## config.mk

```make
export PLATFORM = sky130hd
export DESIGN_NAME = gg_slice_sequencer_flat
export DESIGN_NICKNAME = d
export VERILOG_FILES = /design/src/rtl/gg_slice_sequencer_if.sv /design/src/rtl/gg_slice_sequencer.sv /design/src/flat_wrapper.sv
export SDC_FILE = /design/constraint.sdc
export NUM_CORES = 1
export LEC_CHECK = 0
export CORE_ASPECT_RATIO = 0.6
export CORE_MARGIN = 8
export CORE_UTILIZATION = 48
export DETAILED_ROUTE_END_ITERATION = 8
export PLACE_DENSITY_LB_ADDON = 0.1
export REMOVE_ABC_BUFFERS = 1
export SYNTH_ARGS = -nofsm -noshare
export SYNTH_HDL_FRONTEND = slang
export SYNTH_SLANG_ARGS = --single-unit
```

## constraint.sdc

```tcl
create_clock -name clk -period 5.5 [get_ports clk]
set_input_delay 0.55 -clock clk [delete_from_list [all_inputs] [get_ports clk]]
set_output_delay 0.55 -clock clk [all_outputs]
set_load 0.02 [all_outputs]
```

## src/rtl/gg_slice_sequencer_if.sv

```systemverilog
// Bundle between the slice sequencer and its neighbours: upstream word feed,
// lattice parser start/end/macroblock lines, and the per-slice descriptor.
interface gg_slice_sequencer_if #(
    parameter int unsigned WIDTH   = 32,
    parameter int unsigned MAX_MBS = 120
);
    localparam int unsigned BYTE_WIDTH = WIDTH / 8;
    localparam int unsigned MB_W       = $clog2(MAX_MBS + 1) + 1;
    localparam int unsigned LANE_W     = $clog2(BYTE_WIDTH);

    logic                  word_valid;
    logic                  in_ready;
    logic [BYTE_WIDTH-1:0] cand_start;
    logic [BYTE_WIDTH-1:0] slice_start;
    logic [BYTE_WIDTH-1:0] slice_end;
    logic [WIDTH-1:0]      mb_start;
    logic                  busy;
    logic                  desc_valid;
    logic                  desc_ready;
    logic [MB_W-1:0]       desc_mb_count;
    logic [15:0]           desc_words;
    logic [LANE_W-1:0]     desc_end_lane;
    logic [1:0]            desc_err;

    modport master (
        output word_valid, cand_start, slice_end, mb_start, desc_ready,
        input  in_ready, slice_start, busy, desc_valid, desc_mb_count,
               desc_words, desc_end_lane, desc_err
    );

    modport slave (
        input  word_valid, cand_start, slice_end, mb_start, desc_ready,
        output in_ready, slice_start, busy, desc_valid, desc_mb_count,
               desc_words, desc_end_lane, desc_err
    );
endinterface

```

## src/rtl/gg_slice_sequencer.sv

```systemverilog
// Admits one slice at a time into the row-slice lattice and emits a descriptor per slice.
// Optional watchdog: define GG_SLICE_WATCHDOG_EN to end slices after TIMEOUT_WORDS words.
module gg_slice_sequencer #(
    parameter int unsigned WIDTH         = 32,
    parameter int unsigned MAX_MBS       = 120,
    parameter int unsigned TIMEOUT_WORDS = 4096
) (
    input logic                 clk,
    input logic                 reset,
    gg_slice_sequencer_if.slave bus
);
    localparam int unsigned BYTE_WIDTH = WIDTH / 8;
    localparam int unsigned MB_W       = $clog2(MAX_MBS + 1) + 1;
    localparam int unsigned LANE_W     = $clog2(BYTE_WIDTH);
    localparam int unsigned WORDS_W    = 16;
    localparam int unsigned POP_W      = $clog2(WIDTH + 1);
    localparam int unsigned SUM_W      = ((MB_W > POP_W) ? MB_W : POP_W) + 1;
    localparam logic [MB_W-1:0]    MB_SAT    = '1;
    localparam logic [WORDS_W-1:0] WORDS_SAT = '1;

    typedef enum logic {
        IDLE = 1'b0,
        BUSY = 1'b1
    } state_t;

    state_t                state, state_n;
    logic [WORDS_W-1:0]    words, words_n, words_inc;
    logic [MB_W-1:0]       mb, mb_n, mb_acc;
    logic [POP_W-1:0]      pop;
    logic [SUM_W-1:0]      mb_sum;
    logic                  in_ready_c, accept, timeout, mb_over;
    logic [BYTE_WIDTH-1:0] start_c, later_mask, late_cand;
    logic [LANE_W-1:0]     end_idx;
    logic                  load;
    logic [LANE_W-1:0]     ld_lane;
    logic [1:0]            ld_err;

    logic                  desc_valid_q;
    logic [MB_W-1:0]       desc_mb_q;
    logic [WORDS_W-1:0]    desc_words_q;
    logic [LANE_W-1:0]     desc_lane_q;
    logic [1:0]            desc_err_q;

    // Earliest byte is the highest lane index, so the last set bit seen wins.
    function automatic logic [BYTE_WIDTH-1:0] first_lane(input logic [BYTE_WIDTH-1:0] v);
        logic [BYTE_WIDTH-1:0] r;
        r = '0;
        for (int i = 0; i < int'(BYTE_WIDTH); i++) begin
            if (v[i]) begin
                r    = '0;
                r[i] = 1'b1;
            end
        end
        return r;
    endfunction

    function automatic logic [LANE_W-1:0] first_idx(input logic [BYTE_WIDTH-1:0] v);
        logic [LANE_W-1:0] r;
        r = '0;
        for (int i = 0; i < int'(BYTE_WIDTH); i++) begin
            if (v[i]) r = LANE_W'(i);
        end
        return r;
    endfunction

    assign in_ready_c = !desc_valid_q || bus.desc_ready;
    assign accept     = bus.word_valid && in_ready_c && !reset;
    assign pop        = POP_W'($countones(bus.mb_start));
    assign mb_sum     = SUM_W'(mb) + SUM_W'(pop);
    assign mb_acc     = (mb_sum > SUM_W'(MB_SAT)) ? MB_SAT : MB_W'(mb_sum);
    assign mb_over    = (mb_acc > MB_W'(MAX_MBS));
    assign words_inc  = (words == WORDS_SAT) ? words : words + WORDS_W'(1);
    assign end_idx    = first_idx(bus.slice_end);
    assign late_cand  = bus.cand_start & later_mask;

    // Only candidates after the end byte of the current slice may restart.
    always_comb begin
        later_mask = '0;
        for (int i = 0; i < int'(BYTE_WIDTH); i++) begin
            later_mask[i] = (i < int'(end_idx));
        end
    end

`ifdef GG_SLICE_WATCHDOG_EN
    assign timeout = (state == BUSY) && (words_inc == WORDS_W'(TIMEOUT_WORDS));
`else
    logic unused_timeout_cfg;
    assign timeout            = 1'b0;
    assign unused_timeout_cfg = ^WORDS_W'(TIMEOUT_WORDS);
`endif

    always_ff @(posedge clk) begin
        if (reset) begin
            state <= IDLE;
            words <= '0;
            mb    <= '0;
        end else begin
            state <= state_n;
            words <= words_n;
            mb    <= mb_n;
        end
    end

    always_comb begin
        state_n = state;
        words_n = words;
        mb_n    = mb;
        start_c = '0;
        load    = 1'b0;
        ld_lane = '0;
        ld_err  = '0;
        if (accept) begin
            case (state)
                IDLE: begin
                    start_c = first_lane(bus.cand_start);
                    if (|bus.cand_start) begin
                        state_n = BUSY;
                        words_n = words_inc;
                        mb_n    = mb_acc;
                    end
                end
                BUSY: begin
                    words_n = words_inc;
                    mb_n    = mb_acc;
                    if (timeout) begin
                        load    = 1'b1;
                        ld_err  = {1'b1, mb_over};
                        state_n = IDLE;
                        words_n = '0;
                        mb_n    = '0;
                    end else if (|bus.slice_end) begin
                        load    = 1'b1;
                        ld_err  = {1'b0, mb_over};
                        ld_lane = LANE_W'(BYTE_WIDTH - 1) - end_idx;
                        start_c = first_lane(late_cand);
                        if (|late_cand) begin
                            words_n = WORDS_W'(1);
                            mb_n    = '0;
                        end else begin
                            state_n = IDLE;
                            words_n = '0;
                            mb_n    = '0;
                        end
                    end
                end
                default: ;
            endcase
        end
    end

    // Descriptor register; a same-cycle load takes precedence over the pop.
    always_ff @(posedge clk) begin
        if (reset) begin
            desc_valid_q <= 1'b0;
            desc_mb_q    <= '0;
            desc_words_q <= '0;
            desc_lane_q  <= '0;
            desc_err_q   <= '0;
        end else if (load) begin
            desc_valid_q <= 1'b1;
            desc_mb_q    <= mb_acc;
            desc_words_q <= words_inc;
            desc_lane_q  <= ld_lane;
            desc_err_q   <= ld_err;
        end else if (desc_valid_q && bus.desc_ready) begin
            desc_valid_q <= 1'b0;
        end
    end

    assign bus.in_ready      = in_ready_c;
    assign bus.slice_start   = start_c;
    assign bus.busy          = (state == BUSY);
    assign bus.desc_valid    = desc_valid_q;
    assign bus.desc_mb_count = desc_mb_q;
    assign bus.desc_words    = desc_words_q;
    assign bus.desc_end_lane = desc_lane_q;
    assign bus.desc_err      = desc_err_q;
endmodule

```

## src/flat_wrapper.sv

```systemverilog
// flat-port wrapper written by rule: the top's interface ports become plain ports
module gg_slice_sequencer_flat 
#(
    parameter int unsigned WIDTH         = 32,
    parameter int unsigned MAX_MBS       = 120,
    parameter int unsigned TIMEOUT_WORDS = 4096
)
  (clk, reset, bus_word_valid, bus_cand_start, bus_slice_end, bus_mb_start, bus_desc_ready, bus_in_ready, bus_slice_start, bus_busy, bus_desc_valid, bus_desc_mb_count, bus_desc_words, bus_desc_end_lane, bus_desc_err);
  gg_slice_sequencer_if #(.WIDTH(WIDTH), .MAX_MBS(MAX_MBS)) bus_i ();
  input logic clk;
  input logic reset;
  input wire logic [$bits(bus_i.word_valid)-1:0] bus_word_valid;
  input wire logic [$bits(bus_i.cand_start)-1:0] bus_cand_start;
  input wire logic [$bits(bus_i.slice_end)-1:0] bus_slice_end;
  input wire logic [$bits(bus_i.mb_start)-1:0] bus_mb_start;
  input wire logic [$bits(bus_i.desc_ready)-1:0] bus_desc_ready;
  output wire logic [$bits(bus_i.in_ready)-1:0] bus_in_ready;
  output wire logic [$bits(bus_i.slice_start)-1:0] bus_slice_start;
  output wire logic [$bits(bus_i.busy)-1:0] bus_busy;
  output wire logic [$bits(bus_i.desc_valid)-1:0] bus_desc_valid;
  output wire logic [$bits(bus_i.desc_mb_count)-1:0] bus_desc_mb_count;
  output wire logic [$bits(bus_i.desc_words)-1:0] bus_desc_words;
  output wire logic [$bits(bus_i.desc_end_lane)-1:0] bus_desc_end_lane;
  output wire logic [$bits(bus_i.desc_err)-1:0] bus_desc_err;
  assign bus_i.word_valid = bus_word_valid;
  assign bus_i.cand_start = bus_cand_start;
  assign bus_i.slice_end = bus_slice_end;
  assign bus_i.mb_start = bus_mb_start;
  assign bus_i.desc_ready = bus_desc_ready;
  assign bus_in_ready = bus_i.in_ready;
  assign bus_slice_start = bus_i.slice_start;
  assign bus_busy = bus_i.busy;
  assign bus_desc_valid = bus_i.desc_valid;
  assign bus_desc_mb_count = bus_i.desc_mb_count;
  assign bus_desc_words = bus_i.desc_words;
  assign bus_desc_end_lane = bus_i.desc_end_lane;
  assign bus_desc_err = bus_i.desc_err;
  gg_slice_sequencer #(.WIDTH(WIDTH), .MAX_MBS(MAX_MBS), .TIMEOUT_WORDS(TIMEOUT_WORDS)) u_core (.clk(clk), .reset(reset), .bus(bus_i));
endmodule
```

==> impl_metrics.tcl, run 1 <==
set metrics [dict create \
    regToRegSetupSlack_ps 3040 \
    arrival_ps 5610 \
    clk_latency_ps 290 \
    ys_seq_area_share_pct 26.6 \
    max-vdd-ir-drop_v 0.000543 \
    rr_startpoint "u_core.bus.busy" \
    ys_ff_latch 53 \
    gp_congestion 0.842 \
    path_class "primary input to flop" \
    startpoint "bus_mb_start[15]" \
    ant_nets 0 \
    power.switching_fraction_pct 42.9 \
    num_vias 3617 \
    synth_xor_area_share_pct 4.18 \
    cts_inserted_buffers 5 \
    dominantRegCellSynth "dfxtp_1" \
    cts.htree.levels 2 \
    clock_sinks 53 \
    slew_headroom_pct 18.4 \
    die_y_um 86.5 \
    synth.area.mux_share_pct 0.503 \
    skew_ps 5.39 \
    synthAdderAreaFrac_pct 23.3 \
    yosys-top-cells-area "dfxtp_1, fa_1, ha_1" \
    routed_wl_um 10900 \
    multi_input_area_um2 2850 \
    fill_cells 676 \
    worstMarginPinSlew_ps 1220 \
    layout-drive-gt1-share_pct 25.0 \
    core_um2 7950 \
    initial_core_util_pct 50.1 \
    end_kind "flop" \
    dp_cells 650 \
    cp-start-kind "primary input" \
    yosys.area.top_type "dfxtp_1" \
    grt_max_degree 40 \
    cpPeakStageDelay_ps 570 \
    timing.hold.ws_ps 448 \
    clock_path_buffers 2 \
    vias_per_cell 5.44 \
    status "finished clean" \
    ys_types 60 \
    cp-endpoint "u_core.mb[1]" \
    synth_top_family_by_area "adder cells" \
    routedWlPerCell_um 16.4 \
    syn_area_um2 3980 \
    critPathMaxFanout 5 \
    first_iter_violations 191 \
    grt_remaining_overflow 0 \
    power.leakage_nw 2.15 \
    drv_slew 0 \
    pwr-share-seq_pct 11.9 \
    grt_antenna_before_repair 0 \
    synth.most_common_cell "inv_1" \
    p_sw_w 0.00157 \
    ios 79 \
    final_cells 665 \
    path_clk_slew_ps 70 \
    numPortBuffers 77 \
    crit_chain "buf_6 > ha_4 > inv_1 > fa_2 > inv_2 > fa_2 > fa_1 > fa_1 > inv_2 > fa_1 > inv_1 > ha_2 > fa_2 > ha_4 > nor2b_4 > o31a_1 > o22ai_2 > nor2_4 > buf_6 > o21ai_1 > a21oi_1" \
    synth_compound_area_share_pct 18.6 \
    fin_crit_ps 5450 \
    drcViolationCount 0 \
    power.internal_w 0.00209 \
    synth.top_cell.area_share_pct 26.6 \
    synthSimpleGateAreaFrac_pct 17.5 \
    required_ps 5670 \
    n_antenna_cell 0 \
    powerDensity_nw_per_um2 684 \
    reg2reg_to "u_core.bus.desc_end_lane[0]" \
    rows 25 \
    avgSynthCellArea_um2 8.51 \
    synthArstFlopShare_pct 0 \
    dieArea_um2 11600 \
    grt_pass1_wl_um 17500 \
    ff_latch_area_um2 1060 \
    hold_buffers 0 \
    finalHoldViolations 0 \
    synthCells 468 \
    dp_hpwl_um 8050 \
    fin_crit_sh_pct 99.0 \
    yosys-top-cells-count "inv_1, dfxtp_1, a21oi_1" \
    reg2reg_depth 5 \
    finalSetupViolCount 0 \
    grt_pass1_vias 3496 \
    synth_edf_count 0 \
    timing.fmax_ghz 0.184 \
    die_w_um 134 \
    area_delta_synth_final_pct 34.3 \
    firstDrtPassIters 5 \
    rsz0062_at_grt "true" \
    cts_tree "yes" \
    clkPwrFrac_pct 8.8 \
    yosys_warnings 0 \
    layout.nets 658 \
    track_usage_pct 18.5 \
    drv_cap 0 \
    hold_class "flop to flop" \
    cp_slowest_cell "fa_2" \
    cts-root-buf "clkbuf_16" \
    hold_path_startpoint "u_core.bus.desc_mb_count[4]" \
    comb_power_share_pct 79.2 \
]
-- flip-flops by register name (all words and copies together), names as in the netlist --
name	count
u_core.mb	8
u_core.bus.desc_end_lane	2
u_core.bus.desc_valid	1
u_core.bus.busy	1
u_core.bus.desc_err	1
u_core.words	16
u_core.bus.desc_words	16
u_core.bus.desc_mb_count	8
-- power by group through the flow --
| stage | logic (W) | clock network, W | registers [W] |
|---|---|---|---|
| floorplan | 0.00125 | 0 | 0.000456 |
| global placement | 0.00199 | 0 | 0.000442 |
| detailed placement | 0.00204 | 0 | 0.000443 |
| CTS | 0.00245 | 0.000327 | 0.000435 |
| global route | 0.00315 | 0.000345 | 0.000439 |
| finish | 0.00290 | 0.000324 | 0.000436 |
-- cells by family after synthesis --
group / Yosys count
XOR/XNOR: 19
AND/OR/NAND/NOR: 127
multiplexers: 2
flip-flops: 53
AO/OA/AOI/OAI: 121
adder cells (fa/ha/maj): 58
buffers and inverters: 87
other: 1
-- layout make-up --
cell class	instances	share of cell area, %
multi-input combinational	328	53.4
sequential	53	19.8
timing repair buffer	104	16.9
inverter	64	4.49
clock buffer	6	2.60
tap	108	2.53
clock inverter	2	0.257
-- critical path, delay by kind of cell --
family / cells / cell delay, ps
AND/OR/NAND/NOR: 2 / 200
AO/OA/AOI/OAI: 4 / 820
adder cells (fa/ha/maj): 9 / 3610
buffers and inverters: 6 / 440
-- worst min path at each step --
stage,cells past startpoint,slack (ps),end
2_1_floorplan,2,430,u_core.mb[0]
3_3_place_gp,2,430,u_core.bus.desc_mb_count[4]
3_5_place_dp,2,430,u_core.bus.desc_mb_count[4]
4_1_cts,2,450,u_core.bus.desc_mb_count[4]
5_1_grt,2,470,u_core.bus.desc_mb_count[7]
6_report,2,450,u_core.bus.desc_mb_count[4]
-- per-stage QoR --
stage	area [µm²]	total power, W	worst slack, ps	utilization (%)	setup TNS (ps)
2_1_floorplan	3860	0.00171	-161	-	-605
3_3_place_gp	4910	0.00243	-787	61.8	-11480
3_5_place_dp	4910	0.00249	-984	61.8	-13510
4_1_cts	5250	0.00322	4.38	66.1	0
5_1_grt	5350	0.00394	-38.4	67.3	-115
6_report	5350	0.00366	54.2	67.3	0
-- timing repair --
| action | CTS | global route |
|---|---|---|
| gates cloned | 1 | 0 |
| setup endpoints to repair | 17 | 16 |
| gates resized for setup | 134 | 50 |
| buffers inserted | 4 | 2 |
| pin swaps | 42 | 21 |
-- layer usage --
layer	track usage (%)	wire length, µm	part of all wire, %
met1	28.2	5580	51
met2	25.7	4390	40
met4	2.43	53	0.49
met3	4.79	879	8.1
met5	0	0	0
-- placed cells by master (no fill, tap or decap), drive strengths merged, types with 5 or more instances in the layout --
cell type and n:
and3 5, a21oi 40, nand3 30, nand4 6
o21a 6, inv 63, nor2 21, nor3 13
xnor2 10, clkbuf 14, or3 7, buf 43
o21ai 43, dfxtp 53, fa 27, ha 31
clkdlybuf4s50 53, xor2 9, nand2 29, a21o 5
(Power assumes the default switching activity.)
==> inputs of run 2 (changes only) <==
--- a/config.mk
+++ b/config.mk
@@ -5,7 +5,6 @@
 export SDC_FILE = /design/constraint.sdc
 export NUM_CORES = 1
 export LEC_CHECK = 0
-export CORE_ASPECT_RATIO = 0.6
 export CORE_MARGIN = 8
 export CORE_UTILIZATION = 48
 export DETAILED_ROUTE_END_ITERATION = 8
==> impl_metrics.tcl, run 2 (synthesized netlist as in run 1, its figures left out) <==
set metrics [dict create \
    ant_nets 0 \
    power.leakage_nw 2.10 \
    crit_chain "clkbuf_2 > ha_4 > fa_1 > inv_2 > fa_1 > inv_2 > fa_2 > fa_1 > inv_1 > fa_1 > inv_1 > ha_2 > fa_2 > ha_4 > a21oi_4 > a21oi_4 > o21a_1 > o21a_1 > or2_4 > a221oi_2" \
    arrival_ps 5580 \
    reg2reg_depth 9 \
    cp-start-kind "primary input" \
    die_w_um 107 \
    cpPeakStageDelay_ps 550 \
    n_antenna_cell 0 \
    fill_cells 700 \
    vias_per_cell 5.33 \
    layout-drive-gt1-share_pct 21.3 \
    crit_top_cell "fa_1" \
    required_ps 5730 \
    finalHoldViolations 0 \
    comb_power_share_pct 78.7 \
    cts.htree.levels 2 \
    clock_sinks 53 \
    grt_max_degree 32 \
    core_um2 8130 \
    min_path_cells 2 \
    drv_cap 0 \
    fin_total_pwr_w 0.00329 \
    routed_wl_um 9650 \
    fin_area_um2 5210 \
    cts-root-buf "clkbuf_8" \
    rsz0062_at_grt "true" \
    reg2reg_to "u_core.bus.desc_err[0]" \
    initial_core_util_pct 48.9 \
    path_class "primary input to flop" \
    dieArea_um2 11500 \
    critical-path-top-delay-family "adder cells" \
    hold_end "u_core.bus.desc_mb_count[7]" \
    path_clk_slew_ps 100 \
    die_y_um 107 \
    fin_crit_sh_pct 97.4 \
    clk_latency_ps 310 \
    p_sw_w 0.00142 \
    finalSetupViolCount 0 \
    skew_ps 13.3 \
    mostFrequentLayoutCells "clkdlybuf4s50_1, dfxtp_1, inv_1" \
    power.internal_w 0.00187 \
    rr_startpoint "u_core.mb[0]" \
    fin_crit_ps 5360 \
    grt_pass1_wl_um 16200 \
    rows 33 \
    critPathMaxFanout 4 \
    layout.nets 654 \
    slew_headroom_pct 55.3 \
    firstDrtPassIters 4 \
    hold_class "flop to flop" \
    routedWlPerCell_um 14.7 \
    max-vdd-ir-drop_v 0.000724 \
    clock_path_buffers 2 \
    dp_hpwl_um 7240 \
    area_delta_synth_final_pct 30.9 \
    timing.fmax_ghz 0.187 \
    clkPwrFrac_pct 8.1 \
    regToRegSetupSlack_ps 3350 \
    cp_slowest_cell "fa_1" \
    pwr-share-seq_pct 13.2 \
    grt_antenna_before_repair 0 \
    first_iter_violations 136 \
    status "finished clean" \
    numPortBuffers 77 \
    placed_cell_area_um2 4920 \
    powerDensity_nw_per_um2 631 \
    track_usage_pct 16.9 \
    grt_remaining_overflow 0 \
    cts_tree "yes" \
    gp_congestion 0.840 \
    end_kind "flop" \
    drcViolationCount 0 \
    power.switching_fraction_pct 43.0 \
    drv_slew 0 \
    hold_path_startpoint "u_core.bus.desc_mb_count[7]" \
    worstMarginPinSlew_ps 666 \
    grt_pass1_vias 3491 \
    num_vias 3510 \
    cts_inserted_buffers 5 \
    crit_buf_inv 5 \
    ios 79 \
]
run 2: changes by cell type in the layout (fill, tap and decap cells not counted), sizes merged:
cell,delta
clkbuf,+14
clkdlybuf4s15,+1
nor2,+1
clkinv,-1
buf,-20
bufinv,+1
run 2: worst max-delay path by stage:
stage	startpoint	to	slack, ps	cells after the start
floorplan	bus_mb_start[8]	u_core.bus.desc_err[0]	-160	19
global placement	bus_mb_start[28]	u_core.bus.desc_err[0]	-850	21
detailed placement	bus_mb_start[28]	u_core.bus.desc_err[0]	-920	20
CTS	bus_mb_start[23]	u_core.bus.desc_err[0]	10	20
global route	bus_mb_start[14]	u_core.bus.desc_err[0]	-50	21
finish	bus_mb_start[14]	u_core.mb[5]	140	20
run 2: cell type report:
class / instances / area [µm²] / share of cell area [%]
Multi-Input combinational cell: 329 / 2840 / 54.5
Sequential cell: 53 / 1060 / 20.4
Timing Repair Buffer: 99 / 827 / 15.9
Inverter: 64 / 240 / 4.61
Tap cell: 105 / 131 / 2.52
Clock buffer: 6 / 72.6 / 1.39
Clock inverter: 2 / 38.8 / 0.744
run 2: worst register-to-register path: stages (launching register included):
cell	delay (ps)
dfxtp_1	340
ha_1	180
inv_1	60
fa_1	450
nor2b_4	140
o31a_1	240
o22a_1	270
nand3b_1	90
and3b_1	170
o211ai_1	150
run 2: through the flow:
stage	util (%)	hold WS (ps)	TNS, ps	worst slack, ps	cells
2_1_floorplan	-	435	-605	-161	445
4_1_cts	64.6	460	0	10.5	657
5_1_grt	64.1	478	-45.7	-45.7	658
3_3_place_gp	60.5	435	-11740	-849	648
3_5_place_dp	60.5	439	-12960	-917	648
6_report	64.1	461	0	145	658
run 2: power groups by stage:
stage,Combinational [W],Clock (W),Sequential (W)
after floorplan,0.00125,0,0.000456
after global routing,0.00284,0.000293,0.000437
after detailed placement,0.00196,0,0.000441
after CTS,0.00235,0.000276,0.000433
final,0.00259,0.000267,0.000434
after global placement,0.00192,0,0.000440
run 2: timing repair:
item	in CTS	in global routing
buffers inserted	2	0
cloned	0	1
gates resized for setup	88	50
hold buffers	0	0
setup endpoints to repair	17	16
pin swaps	38	24
endpoints found under the hold margin	0	0
run 2: metal layers:
metal / up-vias / part of all wire (%) / GRT usage [%]
met4: 0 / 1.5 / 5.63
met1: 1662 / 42 / 19.9
met5: - / 0 / 0
met2: 69 / 52 / 30.1
li1: 1768 / - / -
met3: 11 / 4.5 / 2.82
